## src/rtl/pooling_max_unit_pkg.sv

```systemverilog
// Shared pooling parameters, FSM state encoding and IEEE-754 single-precision field layout.
package pooling_max_unit_pkg;

  localparam int unsigned DATA_WIDTH  = 32;
  localparam int unsigned KERNEL_SIZE = 2;
  localparam int unsigned WINDOW      = KERNEL_SIZE * KERNEL_SIZE;
  localparam int unsigned CNT_W       = (WINDOW > 1) ? $clog2(WINDOW) : 1;

  localparam int unsigned SIGN_BIT = 31;
  localparam int unsigned EXP_W    = 8;
  localparam int unsigned MANT_W   = 23;
  localparam int unsigned MAG_W    = EXP_W + MANT_W;

  typedef enum logic {
    IDLE  = 1'b0,
    ACCUM = 1'b1
  } state_e;

  typedef struct packed {
    logic              sign;
    logic [EXP_W-1:0]  exp;
    logic [MANT_W-1:0] mant;
  } fp32_t;

endpackage

```

## src/rtl/pooling_max_unit_fp_max_cmp.sv

```systemverilog
// Combinational sign-magnitude maximum of two single-precision words; ties keep operand a.
module fp_max_cmp
  import pooling_max_unit_pkg::*;
(
  input  logic [DATA_WIDTH-1:0] a,
  input  logic [DATA_WIDTH-1:0] b,
  output logic [DATA_WIDTH-1:0] max,
  output logic                  a_ge_b
);

  fp32_t            fa;
  fp32_t            fb;
  logic [MAG_W-1:0] mag_a;
  logic [MAG_W-1:0] mag_b;

  assign fa    = fp32_t'(a);
  assign fb    = fp32_t'(b);
  assign mag_a = {fa.exp, fa.mant};
  assign mag_b = {fb.exp, fb.mant};

  // Exponent 0xFF is an ordinary magnitude here: NaN/inf are ordered by bit pattern.
  always_comb begin
    a_ge_b = 1'b1;
    if ((mag_a == '0) && (mag_b == '0)) begin
      a_ge_b = 1'b1;
    end else if (fa.sign != fb.sign) begin
      a_ge_b = ~fa.sign;
    end else if (!fa.sign) begin
      a_ge_b = (mag_a >= mag_b);
    end else begin
      a_ge_b = (mag_a <= mag_b);
    end
    max = a_ge_b ? a : b;
  end

endmodule

```

## src/rtl/pooling_max_unit.sv

```systemverilog
// Max-pools each window of WINDOW consecutive valid float words into one registered result pulse.
module pooling_max_unit
  import pooling_max_unit_pkg::*;
(
  input  logic                  clk,
  input  logic                  rst_n,
  input  logic                  in_valid,
  input  logic [DATA_WIDTH-1:0] data_in,
  input  logic                  clear,
  output logic                  out_valid,
  output logic [DATA_WIDTH-1:0] data_out,
  output logic                  busy
);

  state_e                state_q, state_d;
  logic [CNT_W-1:0]      cnt_q, cnt_d;
  logic [DATA_WIDTH-1:0] acc_q, acc_d;
  logic [DATA_WIDTH-1:0] data_out_q, data_out_d;
  logic                  out_valid_q, out_valid_d;
  logic [DATA_WIDTH-1:0] cmp_max;
  logic                  cmp_a_ge_b;

  fp_max_cmp u_cmp (
    .a      (acc_q),
    .b      (data_in),
    .max    (cmp_max),
    .a_ge_b (cmp_a_ge_b)
  );

  // Next-state: clear beats in_valid; the last element of a window lands straight in data_out.
  always_comb begin
    state_d     = state_q;
    cnt_d       = cnt_q;
    acc_d       = acc_q;
    data_out_d  = data_out_q;
    out_valid_d = 1'b0;
    if (clear) begin
      state_d = IDLE;
      cnt_d   = '0;
      acc_d   = '0;
    end else if (in_valid) begin
      case (state_q)
        IDLE: begin
          if (WINDOW == 1) begin
            data_out_d  = data_in;
            out_valid_d = 1'b1;
          end else begin
            acc_d   = data_in;
            cnt_d   = CNT_W'(1);
            state_d = ACCUM;
          end
        end
        ACCUM: begin
          acc_d = cmp_max;
          if (cnt_q == CNT_W'(WINDOW - 1)) begin
            data_out_d  = cmp_a_ge_b ? acc_q : data_in;
            out_valid_d = 1'b1;
            cnt_d       = '0;
            state_d     = IDLE;
          end else begin
            cnt_d = cnt_q + CNT_W'(1);
          end
        end
        default: state_d = IDLE;
      endcase
    end
  end

  always_ff @(posedge clk or negedge rst_n) begin
    if (!rst_n) begin
      state_q     <= IDLE;
      cnt_q       <= '0;
      acc_q       <= '0;
      data_out_q  <= '0;
      out_valid_q <= 1'b0;
    end else begin
      state_q     <= state_d;
      cnt_q       <= cnt_d;
      acc_q       <= acc_d;
      data_out_q  <= data_out_d;
      out_valid_q <= out_valid_d;
    end
  end

  assign out_valid = out_valid_q;
  assign data_out  = data_out_q;
  assign busy      = (state_q == ACCUM);

endmodule

```

## config.mk

```make
export PLATFORM = sky130hd
export DESIGN_NAME = pooling_max_unit
export DESIGN_NICKNAME = d
export VERILOG_FILES = /design/src/rtl/pooling_max_unit_pkg.sv /design/src/rtl/pooling_max_unit_fp_max_cmp.sv /design/src/rtl/pooling_max_unit.sv
export SDC_FILE = /design/constraint.sdc
export NUM_CORES = 1
export LEC_CHECK = 0
export BUFFER_PORTS_ARGS = -buffer_cell sky130_fd_sc_hd__buf_2
export CAP_MARGIN = 20
export CORE_ASPECT_RATIO = 1.75
export CORE_MARGIN = 5
export CORE_UTILIZATION = 45
export CTS_CLUSTER_SIZE = 40
export DETAILED_ROUTE_END_ITERATION = 16
export GPL_TIMING_DRIVEN = 1
export PLACE_DENSITY = 0.76
export REMOVE_ABC_BUFFERS = 1
export SKIP_CTS_REPAIR_TIMING = 1
export SLEW_MARGIN = 20
export SYNTH_ARGS = -nofsm -noshare
export SYNTH_HDL_FRONTEND = slang
export SYNTH_SLANG_ARGS = --single-unit
```

## constraint.sdc

```tcl
create_clock -name clk -period 3.97 [get_ports clk]
set_input_delay 0.794 -clock clk [delete_from_list [all_inputs] [get_ports clk]]
set_output_delay 0.794 -clock clk [all_outputs]
set_load 0.05 [all_outputs]
```

Word-level counts from Yosys, hierarchy flattened

Index checks and enable logic that the tools add are counted.

Bitwise logic cells: 3
Equality and inequality tests: 2
Reductions and logical operators: 5
Muxes and demuxes: 19
$add $sub $neg: 1
Order comparisons: 2

Operators with widths:

| operator            | count |
|---|---|
| $mux 32             | 3 |
| $pmux 32 s2         | 1 |
| $logic_not 31->1    | 2 |
| $ge 31x31->1        | 1 |
| $le 31x31->1        | 1 |
| $mux 1              | 10 |
| $mux 2              | 3 |
| $pmux 2 s2          | 1 |
| $reduce_and 4->1    | 1 |
| $not 1->1           | 3 |
| $add 2x1->2 const B | 1 |
| $eq 2x2->1 const B  | 1 |
| $pmux 1 s2          | 1 |
| $reduce_bool 2->1   | 1 |
| $logic_and 1x1->1   | 1 |
| $ne 1x1->1          | 1 |

Input port bits: 36
Output and inout bits: 34
Register bits: 68
Word-level logic and storage cells: 37

Depth between registers and ports, before layout

Word-level depth: 8
Mapped depth: 12
Gate-level depth less buffers: 9

Hierarchy

Synthesis repeated with hierarchy kept, for this count alone.

Cell total of the unflattened synthesis: 435
Area, all modules: 4877.2 um^2

By module, submodules not included:

| module           | instances | cells an instance | seq. area each (um^2) | area an instance (um^2) |
|---|---|---|---|---|
| pooling_max_unit | 1         | 262               | 1701.6                | 3424.5 |
| fp_max_cmp       | 1         | 173               | 0.0                   | 1452.6 |

Worst setup path after synthesis

Ideal clock, no wire load.

Path type: input -> register
Start: in data_in[26]
End: reg acc_q[0]
Path slack: 1.167 ns
Path buffers: 3
Data required time: 3.846 ns
Cell stages on the path: 12
Arrival time: 2.679 ns
Setup time: 0.124 ns
Cells stage by stage: inv_1 -> ha_1 -> a41o_1 -> a21oi_1 -> a2bb2oi_2 -> nand3_1 -> or2_0 -> clkbuf_1 -> a41o_1 -> buf_6 -> buf_6 -> mux2i_1

Cells in the longest elaborated chain, start to end: 8
Elaborated cells between the ends (all ways): 11
Those cells by class: 2 x order compare; 7 x mux; 2 x reduce/logical

RTL lines:

| element                                             | line                                                                 | RTL |
|---|---|---|
| start: declaration                                  | pooling_max_unit.sv:8                                                | `input logic [DATA_WIDTH-1:0] data_in,` |
| $ge 31x31->1 / $le 31x31->1 (equally long branches) | pooling_max_unit_fp_max_cmp.sv:29, pooling_max_unit_fp_max_cmp.sv:31 |  |
| $mux 1                                              | pooling_max_unit_fp_max_cmp.sv:28                                    | `end else if (!fa.sign) begin` |
| $mux 1                                              | pooling_max_unit_fp_max_cmp.sv:26                                    | `end else if (fa.sign != fb.sign) begin` |
| $mux 1 (*)                                          | pooling_max_unit_fp_max_cmp.sv:24                                    | `if ((mag_a == '0) && (mag_b == '0)) begin` |
| $mux 32 (*)                                         | -                                                                    |  |
| $pmux 32 s2 (*)                                     | -                                                                    |  |
| $mux 32 (*) (2 in a row)                            | -                                                                    |  |
| end signal: assignment                              | pooling_max_unit.sv:73                                               | `acc_q <= '0;` |
| end signal: assignment                              | pooling_max_unit.sv:79                                               | `acc_q <= acc_d;` |
| end: declaration                                    | pooling_max_unit.sv:17                                               | `logic [DATA_WIDTH-1:0] acc_q, acc_d;` |

Mark *: on every way between the ends. The rest lies on a longest branch, timed or not. The select of a mux whose other input is x is not followed.
A chain may end at the register's enable or synchronous reset.

Worst setup path after layout

Start: in data_in[8]
End: reg acc_q[5]

Same word-level chain as after synthesis.

==> qor.txt <==
TIMING
--------------------------------------------------------------------------------------
Setup_tns                                                                         0 ps
Number of failing setup endpoints in the final timing report                         0
Final hold violation count                                                           0
Slew margin rel.                                                                 37.4%
Minimum clock period after layout                                              3270 ps
Final cycle utilization of the critical path                                     82.2%
Worst-margin pin slew                                                           940 ps
Clk_skew                                                                       5.23 ps
Final number of max-transition violations                                            0
Setup repair after global routing missed its margin                                 no
Final critical-path setup slack                                                 705 ps
Max Clock Freq                                                                 306 MHz

CLOCK TREE
--------------------------------------------------------------------------------------
Cell chosen for the clock root                                               clkbuf_16
Worst-case clock buffer depth                                                        2
Clock slew at the register clock pins of the worst setup and hold paths          60 ps
CTS tree                                                                           yes
Clock buffers created by TritonCTS                                                   9
Skew-Pair Late Insertion Delay                                                  340 ps
H-tree levels                                                                        3
Clock net sink count                                                                68

LOGIC SYNTHESIS
--------------------------------------------------------------------------------------
Synth async-reset ratio                                                           100%
Gate count of the mapped netlist                                                   478
Most instantiated cells after synthesis                                   68 x dfrtp_1, 63 x nand2b_1, 37 x nor2_1, 36 x nand3_1, 35 x inv_1
Sequential-to-total area share from yosys stat                                   39.8%
Dominant cell type by area after synthesis                                     dfrtp_1
Synth Flop Type                                                                dfrtp_1
Post-synth cell types                                                               37
Cell types occupying the most area after synthesis                        dfrtp_1 40%, ha_1 9.4%, nand2b_1 9.2%
Cell area after synthesis                                                  0.00428 mm2
Area fraction of the dominant cell type after synthesis                          39.8%
Yosys warns                                                                          0
Most numerous cell in the Yosys netlist                                        dfrtp_1
Mean instance size in the synthesized netlist                                 8.94 um2
Count of flip-flops with a built-in enable after synthesis                           0
Number of synthesized register bits                                                 68

ROUTING
--------------------------------------------------------------------------------------
Final WL                                                                      11600 um
Initial drt markers                                                                207
Detail-routed via count per cell                                                  5.77
Number of routed nets with antenna violations                                        0
Routed via count                                                                  3823
Router iterations before antenna repair                                              5
Routed length per placed instance                                              17.5 um
Residual DRC count                                                                   0

FINAL LAYOUT
--------------------------------------------------------------------------------------
Layout cells sized above 1                                                       18.1%
Area added between synthesis and finish                                          17.3%
Number of diodes added for antenna fixing                                            0
Fill cell total of the finished layout                                             887
Final #Nets                                                                        603
Utilization after layout                                                         53.3%
Final instance area                                                        0.00501 mm2

POWER AND IR DROP
--------------------------------------------------------------------------------------
Clock power share                                                                39.7%
Ratio of total power to cell area                                           413 mW/mm2
Switching fraction of total power                                                31.5%
Combinational share of power                                                     22.3%
Switching pwr                                                               0.000652 W
P_int                                                                        0.00142 W
Relative contribution of sequential cells to total power                         38.0%
Power after layout                                                           0.00207 W
Maximum vdd drop                                                              0.281 mV
Leakage power total                                                            2.48 nW

PLACE
--------------------------------------------------------------------------------------
Final GP Congestion                                                              0.855
Placed instance area                                                       0.00471 mm2
Setup Slack @ Placement                                                         351 ps
Placed wire-length estimate after detailed placement                           8250 um
Number of I/O port buffers                                                          69

SETUP PATH
--------------------------------------------------------------------------------------
Capture point of the worst reg-to-reg path                                    acc_q[5]
Required time worst endpoint                                                   4220 ps
Flop-to-flop setup slack                                                        930 ps
Cell with the biggest individual delay on the critical path                      buf_4
Start point of the critical path                                            data_in[8]
Critical Path End                                                             acc_q[5]
Maximum single-stage delay on the critical path                                 490 ps
Nature of the critical path startpoint                                       input pin
Element type at the critical path end                                         register
Critical path class                                                             in2reg
Critical Path, Cell by Cell                                               buf_2 -> inv_1 -> ha_1 -> a21oi_1 -> o21ai_1 -> a221oi_1 -> and2_1 -> o2111a_1 -> a41o_1 -> buf_4 -> mux2i_1
Arrival time worst endpoint                                                    3520 ps
R2R Path Start                                                                acc_q[8]
Worst-case reg-to-reg path depth                                                     9
Total stage count of the critical path                                              11
Gate family responsible for the most delay along the worst path           compound AO/OA/AOI/OAI gates
Buffer and inverter count on the worst path                                          3
Maximum fanout count along the critical path                                        28

FLOORPLAN
--------------------------------------------------------------------------------------
Core area                                                                  0.00941 mm2
Die Y                                                                           139 um
Cell row count                                                                      47
Top-level port count                                                                70
Initial cell density of the core                                                 45.4%
Floorplan die area                                                          0.0116 mm2
Die X                                                                          83.7 um

GLOBAL ROUTE
--------------------------------------------------------------------------------------
Global-route wire length before repair                                        19300 um
Grt total ovfl                                                                       0
Number of antenna violations at the first check in global routing                    0
Pin count of the biggest net entering global routing                                68
Number of global-route vias before repair                                         4122
Gr usage total                                                                   20.5%

HOLD PATH
--------------------------------------------------------------------------------------
Worst min-delay path class                                                    in2async

FLOW RUN
--------------------------------------------------------------------------------------
Number of maximum-capacitance violations                                             0

RUN STATUS
--------------------------------------------------------------------------------------
Run status                                                                finished, final reports clean

==> final cells by class <==
type / count / area, um2 / share of cell area [%]
Multi-Input combinational cell: 344 / 2320 / 46.2
Sequential cell: 68 / 1700 / 33.9
Timing Repair Buffer: 77 / 405 / 8.09
Clock buffer: 13 / 260 / 5.19
Tap cell: 122 / 153 / 3.04
Inverter: 35 / 131 / 2.62
Clock inverter: 3 / 45.0 / 0.898
==> power by group through the flow <==
stage	registers, W	clock network, W	logic, W
2_1_floorplan	0.000838	0	0.000245
3_3_place_gp	0.000795	0	0.000442
3_5_place_dp	0.000798	0	0.000460
4_1_cts	0.000786	0.000830	0.000462
5_1_grt	0.000792	0.000858	0.000507
6_report	0.000786	0.000821	0.000461
==> how the worst min path moves through the flow <==
stage	slack, ps	to	startpoint
after floorplan	500	acc_q[0]	rst_n
after global placement	520	data_out[9]	data_out[9]
after detailed placement	540	data_out[0]	data_out[0]
after CTS	540	data_out[16]	rst_n
after global routing	560	data_out[5]	data_out[5]
final	510	data_out[22]	rst_n
==> layout by cell type (no fill, tap or decap), types with 14 or more instances in the layout <==
cell type and instances:
nand3_1 36, dfrtp_1 68, ha_1 32, a31oi_1 31, nor2_1 37, a21oi_1 14, o21ai_0 22, buf_2 69
mux2i_1 31, o21ai_1 16, nor4_1 16, nand2b_1 63, inv_1 35
==> routing by layer <==
metal  routed length (um)  share of wire [%]  vias up  global-route usage [%]
li1                     -                  -     1809                       -
met1                 4260                 37     1838                    21.4
met2                 6280                 54      138                    36.9
met3                  588                5.1       38                    4.58
met4                  492                4.2        0                    12.2
met5                    0                  0        -                       0
==> cells by family after synthesis <==
logic type               synth area share, %
AND/OR/NAND/NOR                         23.2
AO/OA/AOI/OAI                           13.8
adder cells (fa/ha/maj)                 9.36
multiplexers                            7.26
buffers and inverters                   6.53
flip-flops                              39.8
==> per-stage QoR <==
stage | hold slack (ps) | cells
after CTS | 545 | 662
after detailed placement | 536 | 646
after global placement | 524 | 646
final | 509 | 662
after floorplan | 498 | 447
after global routing | 559 | 662
==> sequential cells by signal (all words and copies together) (netlist names) <==
name,count
acc_q,32
out_valid,1
busy,1
cnt_q,2
data_out,32
No activity file was read; power rests on OpenSTA's default activity.
